[src/rtl/starfield_pkg.sv]
// starfield_pkg: shared timing constants, scroll state encoding and pad length helper
package starfield_pkg;
  localparam int H_TOTAL = 800;
  localparam int V_TOTAL = 525;
  localparam int WIN_BITS = 9;
  localparam int SPEED_W = 4;
  localparam int PAD_W = 14;
  localparam int LFSR_PERIOD = 65535;
  localparam int WIN_MOD = (1 << (2 * WIN_BITS)) % LFSR_PERIOD;
  typedef enum logic [1:0] {WINDOW, PAD, IDLE} scroll_state_t;
  // window already drifts WIN_MOD steps per frame, so the pad tops it up to whole rows
  function automatic logic [PAD_W-1:0] pad_len(input logic [SPEED_W-1:0] s);
    return (s == '0) ? '0 : PAD_W'({s, WIN_BITS'(0)}) - PAD_W'(WIN_MOD);
  endfunction
endpackage

[src/rtl/starfield_pad_counter.sv]
// starfield_pad_counter: loadable down-counter that saturates at zero
module starfield_pad_counter #(
  parameter int W = 14
) (
  input  logic         clk,
  input  logic         reset,
  input  logic         load,
  input  logic [W-1:0] load_val,
  input  logic         dec,
  output logic [W-1:0] cnt,
  output logic         zero
);
  logic [W-1:0] cnt_d, cnt_q;
  always_comb cnt_d = load ? load_val : (dec && cnt_q != '0) ? cnt_q - W'(1) : cnt_q;
  always_ff @(posedge clk) cnt_q <= reset ? '0 : cnt_d;
  assign cnt = cnt_q;
  assign zero = cnt_q == '0;
endmodule

[src/rtl/starfield_scroll_ctrl.sv]
// starfield_scroll_ctrl: gates LFSR stepping per frame so the starfield scrolls at a set speed or freezes
module starfield_scroll_ctrl #(
  parameter int H_TOTAL = starfield_pkg::H_TOTAL,
  parameter int V_TOTAL = starfield_pkg::V_TOTAL,
  parameter int WIN_BITS = starfield_pkg::WIN_BITS,
  parameter int SPEED_W = starfield_pkg::SPEED_W,
  parameter int PAD_W = starfield_pkg::PAD_W
) (
  input  logic               clk,
  input  logic               reset,
  input  logic [9:0]         hpos,
  input  logic [9:0]         vpos,
  input  logic [SPEED_W-1:0] speed,
  input  logic               speed_req,
  output logic               speed_ack,
  output logic               lfsr_enable,
  output logic               lfsr_reseed,
  output logic [7:0]         frame_count,
  output logic               pad_overrun
);
  import starfield_pkg::*;
  localparam int WIN = 1 << WIN_BITS;
  scroll_state_t state_q, state_d;
  logic [SPEED_W-1:0] speed_q, speed_d;
  logic [7:0] frame_count_q, frame_count_d;
  logic speed_ack_q, speed_ack_d, pad_overrun_q, pad_overrun_d;
  logic [PAD_W-1:0] pad_cnt;
  logic pad_zero, frame_end, win_last;
  assign frame_end = hpos == 10'(H_TOTAL - 1) && vpos == 10'(V_TOTAL - 1);
  assign win_last = hpos == 10'(H_TOTAL - 1) && vpos == 10'(WIN - 1);
  starfield_pad_counter #(.W(PAD_W)) u_pad (
    .clk(clk),
    .reset(reset),
    .load(frame_end),
    .load_val(pad_len(speed_d)),
    .dec(lfsr_enable && state_q == PAD),
    .cnt(pad_cnt),
    .zero(pad_zero)
  );
  always_ff @(posedge clk) begin
    if (reset) begin
      state_q <= WINDOW;
      speed_q <= '0;
      frame_count_q <= '0;
      speed_ack_q <= 1'b0;
      pad_overrun_q <= 1'b0;
    end else begin
      state_q <= state_d;
      speed_q <= speed_d;
      frame_count_q <= frame_count_d;
      speed_ack_q <= speed_ack_d;
      pad_overrun_q <= pad_overrun_d;
    end
  end
  always_comb begin
    state_d = state_q;
    if (frame_end) state_d = WINDOW;
    else if (state_q == WINDOW && win_last) state_d = pad_zero ? IDLE : PAD;
    else if (state_q == PAD && pad_cnt <= PAD_W'(1)) state_d = IDLE;
  end
  always_comb begin
    speed_d = (frame_end && speed_req) ? speed : speed_q;
    speed_ack_d = frame_end && speed_req;
    frame_count_d = frame_count_q + 8'(frame_end);
    pad_overrun_d = pad_overrun_q || (frame_end && state_q == PAD && !pad_zero);
  end
  // reseed is left to the top during reset since it resets the LFSR itself
  always_comb begin
    lfsr_enable = !reset && (state_q == PAD || (state_q == WINDOW && hpos < 10'(WIN)));
    lfsr_reseed = !reset && frame_end && speed_d == '0;
  end
  assign speed_ack = speed_ack_q;
  assign frame_count = frame_count_q;
  assign pad_overrun = pad_overrun_q;
endmodule
[config.mk]
export PLATFORM = sky130hd
export DESIGN_NAME = starfield_scroll_ctrl
export DESIGN_NICKNAME = d
export VERILOG_FILES = /design/src/rtl/starfield_pkg.sv /design/src/rtl/starfield_pad_counter.sv /design/src/rtl/starfield_scroll_ctrl.sv
export SDC_FILE = /design/constraint.sdc
export NUM_CORES = 1
export LEC_CHECK = 0
export BUFFER_PORTS_ARGS = -buffer_cell sky130_fd_sc_hd__buf_4
export CORE_UTILIZATION = 50
export CTS_CLUSTER_DIAMETER = 60
export CTS_CLUSTER_SIZE = 30
export DETAILED_ROUTE_END_ITERATION = 8
export GPL_TIMING_DRIVEN = 0
export PLACE_DENSITY = 0.81
export SYNTH_ARGS = -nofsm -noshare
export SYNTH_HDL_FRONTEND = slang
export SYNTH_SLANG_ARGS = --single-unit
[constraint.sdc]
create_clock -name clk -period 3.4 [get_ports clk]
set_clock_uncertainty 0.15 [all_clocks]
set_input_delay 0.17 -clock clk [delete_from_list [all_inputs] [get_ports clk]]
set_output_delay 0.17 -clock clk [all_outputs]
set_load 0.01 [all_outputs]
* Word level (Yosys, flattened, before mapping)
Index checks and enable logic that the tools add are counted.
** Word-level totals
- Bits in registers :: 30
- Latch bits :: 0
- Memory bits (writable) :: 0
- Memory bits (read-only) :: 0
- Memories kept :: 0
** Cells by class
- $add $sub $neg :: 3
- $mul :: 0
- Div/mod/pow operators :: 0
- $lt $le $gt $ge :: 2
- Equality and inequality tests :: 4
- Shift operators :: 0
- Muxes and demuxes :: 7
- Bitwise operators :: 0
- Reduce and logical (&&, ||, !) cells :: 24
** Operators with widths (number)
- $mux W14 :: 3
- $eq A10 B10 Y1 const B :: 2
- $le A14 B1 Y1 const B :: 1
- $logic_not A14 Y1 :: 1
- $reduce_bool A14 Y1 :: 1
- $sub A13 B3 Y14 const B :: 1
- $sub A14 B1 Y14 const B :: 1
- $logic_and A1 B1 Y1 :: 13
- $eq A10 B9 Y1 const B :: 1
- $lt A10 B10 Y1 const B :: 1
- $add A8 B1 Y8 :: 1
- $mux W2 :: 3
- $logic_not A4 Y1 :: 1
- $mux W4 :: 1
- $reduce_bool A2 Y1 :: 2
- $eq A2 B1 Y1 const B :: 1
- $logic_not A1 Y1 :: 2
- $logic_not A2 Y1 :: 1
- $logic_or A1 B1 Y1 :: 2
- $reduce_or A2 Y1 :: 1

* Depth between registers and ports, before layout
- Depth in word-level cells :: 8
- Depth in mapped cells :: 9
- Depth with buffers taken out :: 9

* By module
A second synthesis with hierarchy kept.
** Unflattened totals
- Cells, all modules :: 219
- Area total of the unflattened synthesis :: 1851.8 µm²
** Modules (own cells, without submodules)
- starfield_scroll_ctrl :: instances 1, cells an instance 115, area each 978.4 µm², sequential area each 320.3 µm²
- starfield_pad_counter :: instances 1, cells an instance 104, area each 873.3 µm², sequential area each 280.3 µm²

* Worst setup path before layout
OpenSTA, ideal clock, no wires.
- Path type :: input-to-reg
- From :: in hpos[5]
- To :: reg frame_count_q[5], in the netlist frame_count[5]
- Library setup time :: 0.128 ns
- Arrival time :: 2.167 ns
- Setup slack :: 0.955 ns
- Stages :: 9
- Path through :: or4b_2 -> nor3_1 -> nand3_2 -> clkinv_1 -> ha_1 -> and3_1 -> nand3_1 -> xor2_1 -> nor2_1
** Between the ends
- Longest elaborated chain between the ends :: 3
** RTL lines
- start, declared :: RTL line starfield_scroll_ctrl.sv:11 : input logic [9:0] hpos,
- $eq A10 B10 Y1 :: RTL line starfield_scroll_ctrl.sv:29 : assign frame_end = hpos == 10'(H_TOTAL - 1) && vpos == 10'(V_TOTAL - 1);
- $logic_and A1 B1 Y1 :: RTL line starfield_scroll_ctrl.sv:29
- $add A8 B1 Y8 :: RTL line starfield_scroll_ctrl.sv:64 : frame_count_d = frame_count_q + 8'(frame_end);
- end signal, assigned :: RTL line starfield_scroll_ctrl.sv:50 : frame_count_q <= frame_count_d;
- end, declared :: RTL line starfield_scroll_ctrl.sv:25 : logic [7:0] frame_count_q, frame_count_d;
No other way between the ends.
A chain may end at the register's enable or synchronous reset.

* Worst setup path after layout
- From :: in hpos[5]
- To :: out lfsr_reseed
** Between the ends
- Longest elaborated chain between the ends :: 6
- Elaborated cells between the ends (all ways) :: 7
- Classes of those cells :: eq/ne (1); mux (1); reduce/logical (5)
** RTL lines
- $eq A10 B10 Y1 (*) :: RTL line starfield_scroll_ctrl.sv:29
- $logic_and A1 B1 Y1 (*) :: RTL line starfield_scroll_ctrl.sv:29
- $logic_and A1 B1 Y1 :: RTL line starfield_scroll_ctrl.sv:62 : speed_d = (frame_end && speed_req) ? speed : speed_q;
- $mux W4 :: RTL line starfield_scroll_ctrl.sv:62
- $logic_not A4 Y1 :: RTL line starfield_scroll_ctrl.sv:70 : lfsr_reseed = !reset && frame_end && speed_d == '0;
- $logic_and A1 B1 Y1 (*) :: RTL line starfield_scroll_ctrl.sv:70
- end, declared :: RTL line starfield_scroll_ctrl.sv:17 : output logic lfsr_reseed,
Every way passes the cells marked *; elsewhere a longest branch is shown, timed or not.

==> out/qor.csv <==
stage,metric,value,unit
worst_setup_path,FF-to-FF End,u_pad.cnt[9],
logic_synthesis,cell taking the most area after synthesis,dfxtp_1,
logic_synthesis,Synth area leaders,"dfxtp_1 (37%), xor2_1 (7.5%), nor2_1 (4.6%)",
worst_setup_path,CP peak stage delay,660,ps
floorplanning,die area,3509,sq um
drt,Routed Antenna Nets,0,
cts,Clock Tree Root,clkbuf_4,
global_routing,largest net degree at the start of global routing,11,
worst_setup_path,critical path endpoint category,output port,
layout,n_diodes,0,
global_routing,Tot GR Track Use,0.2227,
layout,share of layout cells above drive strength 1,0.2363,
logic_synthesis,Synth Instances,187,
layout,Layout area overhead,27.12,%
sta,final setup vio count,0,
placement,IO buf count,38,
cts,Worst-Skew Late Latency,330,ps
sta,crit path time final,2570,ps
global_routing,initial antenna violation count,0,
worst_setup_path,Worst setup SP type,input port,
logic_synthesis,Synth Area per Inst,8.758,sq um
sta,Max Freq,389.0,MHz
layout,multi-input logic area,977.2,sq um
pwr,Leak,0.8606,nW
layout,Final Net Count,268,
pwr,power density cells,305.0,nW/um^2
cts,Post CTS Setup Buffer Count,0,
sta,RSZ-0062 raised after global routing,no,
worst_hold_path,Hold Crit Class,in -> reg,
floorplanning,Initial Util,0.5321,
floorplanning,row count,20,
cts,htree depth,2,
worst_setup_path,Arrival @ worst endpoint,2250,ps
logic_synthesis,synth unique cells,43,
worst_setup_path,Critical Path RT,3080,ps
layout,Finished Cell Area,2082,sq um
global_routing,Congestion Overflow GR,0,
placement,GP Congestion,0.7747,
floorplanning,Ports,39,
sta,max-slew violations,0,
floorplanning,die height,59.24,um
cts,deepest clock path buffer count,2,
placement,Detail Placement HPWL,2603,um
worst_setup_path,crit path cell chain,"buf_4, or4b_2, nor3_1, nand3_2, clkbuf_1, nor3_1, buf_4",
layout,register area,600.6,sq um
cts,CTS sink cnt,30,
drt,DRC,0,
worst_setup_path,start point of the critical path,hpos[5],
cts,cts bufs inserted,5,
sta,Fin. Hold Viols,0,
floorplanning,Core ar.,3078,sq um
drt,DRT Pass-1 Iters,4,
worst_setup_path,critical path peak fanout,10,
sta,final setup TNS,0,ps
logic_synthesis,Netlist Area Pre-Place,1638,sq um
status,status,finished clean,
drt,WL per Instance,12.75,um
worst_setup_path,Reg-to-Reg Start,u_pad.cnt[3],
drt,Routed Wire Length,3583,um
flow_run,Max-cap violations,0,
worst_setup_path,Setup CP Type,in -> out,
sta,Rel. slew slack,0.6502,
placement,placed cell areas,1978,sq um
cts,clock-pin slew on the worst setup and hold paths,100,ps
worst_setup_path,worst reg2reg setup slack,910,ps
logic_synthesis,Synth Register Bits,30,
global_routing,vias in the first global route,1385,
cts,post-CTS resize count,0,
global_routing,first-pass GRT wire length,6016,um
sta,crit share post-route,0.7560,
logic_synthesis,Syn. warnings,0,
layout,fillers,271,
drt,DR vias,1523,
drt,DR iter-0 viols,81,
worst_setup_path,last element of the critical path,lfsr_reseed,
worst_setup_path,Crit-path slowest cell,or4b_2,
floorplanning,DIE WIDTH,59.24,um
logic_synthesis,top cell type's share of synthesized area,0.3667,
pwr,Pwr Total,635.0,uW
logic_synthesis,syn nets,219,
cts,CTS tree,yes,
logic_synthesis,register area share after synthesis,0.3667,
pwr,VDD IR-drop max,0.2829,mV
worst_setup_path,Reg2Reg Depth,7,
sta,Worst-Margin Slew,523.7,ps
drt,number of vias per cell,5.420,
power by group:
group	switching, mW	total, mW	internal, mW
combinational	0.0228	0.0532	0.0304
clock	0.131	0.231	0.0993
sequential	0.000000385	0.351	0.351
routing by layer:
layer,GRT usage,part of all wire
met4,0.05442,0.011
met3,0.04585,0.035
met2,0.3644,0.47
met1,0.2986,0.48
met5,0,0
layout make-up:
type / count / area share
buffer: 10 / 0.02163
inverter: 4 / 0.007212
timing repair buffer: 42 / 0.1562
sequential: 30 / 0.2885
clock inverter: 2 / 0.006010
clock buffer: 6 / 0.02464
multi-input combinational: 143 / 0.4694
tap: 44 / 0.02644
per-stage QoR:
step | std cells | worst slack [ps] | utilization | hold slack, ps
floorplan | 187 | 955.5 | - | 163.9
global placement | 269 | 531.3 | 0.6427 | 280.8
detailed placement | 269 | 533.3 | 0.6427 | 287.7
CTS | 281 | 832.9 | 0.6764 | 128.4
global route | 281 | 650.9 | 0.6764 | 155.0
finish | 281 | 829.6 | 0.6764 | 131.9
timing repair:
action                                  4_1_cts  5_1_grt
hold buffers                                  4        0
endpoints found under the setup margin        0        0
hold endpoints to repair                      4        0
placed cells by master (no fill, tap or decap), types with 5 or more instances in the layout:
master,instances
a21oi_1,11
nor2_1,20
nand4_1,7
dfxtp_1,30
a211oi_1,6
nand3_1,12
nor3_1,11
clkbuf_4,5
buf_4,38
xor2_1,14
mux2i_1,7
nor4_1,6
ha_1,5
clkbuf_1,7
how the worst min path moves through the flow:
| stage | from | end | slack, ps | cells past startpoint |
|---|---|---|---|---|
| final | vpos[4] | u_pad.cnt[9] | 130 | 4 |
| after global routing | vpos[6] | u_pad.cnt[10] | 160 | 4 |
| after CTS | vpos[6] | u_pad.cnt[9] | 130 | 4 |
| after detailed placement | speed[1] | speed_q[1] | 290 | 3 |
| after global placement | speed[1] | speed_q[1] | 280 | 3 |
| after floorplan | speed[0] | speed_q[0] | 160 | 2 |
sequential cells by signal, summed over array words and instances, names as in the netlist:
register     count
u_pad.cnt       14
frame_count      8
speed_q          4
state_q          2
pad_overrun      1
speed_ack        1
cell usage after synthesis (all sizes together):
cell	number
nor4b	2
o21a	1
or4	3
nand3	13
nand2b	1
nand2	1
o311ai	1
a211oi	6
a31oi	1
xnor2	4
or3	2
a21oi	11
a2111oi	1
xor2	14
o21bai	1
and2	1
nand4	7
or4b	3
nor2b	4
o2111ai	1
inv	3
nor2	20
a211o	1
mux2i	7
nor3	11
mux2	1
or3b	1
and4	2
buf	3
nor4	6
clkinv	1
ha	5
o31ai	1
clkbuf	7
and3	3
a22oi	1
o21ai	3
dfxtp	30
nor3b	3
critical path, delay by kind of cell:
| kind | cells | cell delay, ps |
|---|---|---|
| and+or+nand+nor | 4 | 1540 |
| buffers and inverters | 3 | 540 |
kinds of logic after synthesis:
group           synth area share
flops                     0.3667
fa+ha+maj                0.03820
compound gates            0.1177
mux                      0.04966
simple gates              0.2949
buf+inv                  0.03667
xor+xnor                 0.09626
Note: power is estimated with default switching activity, not from simulation.
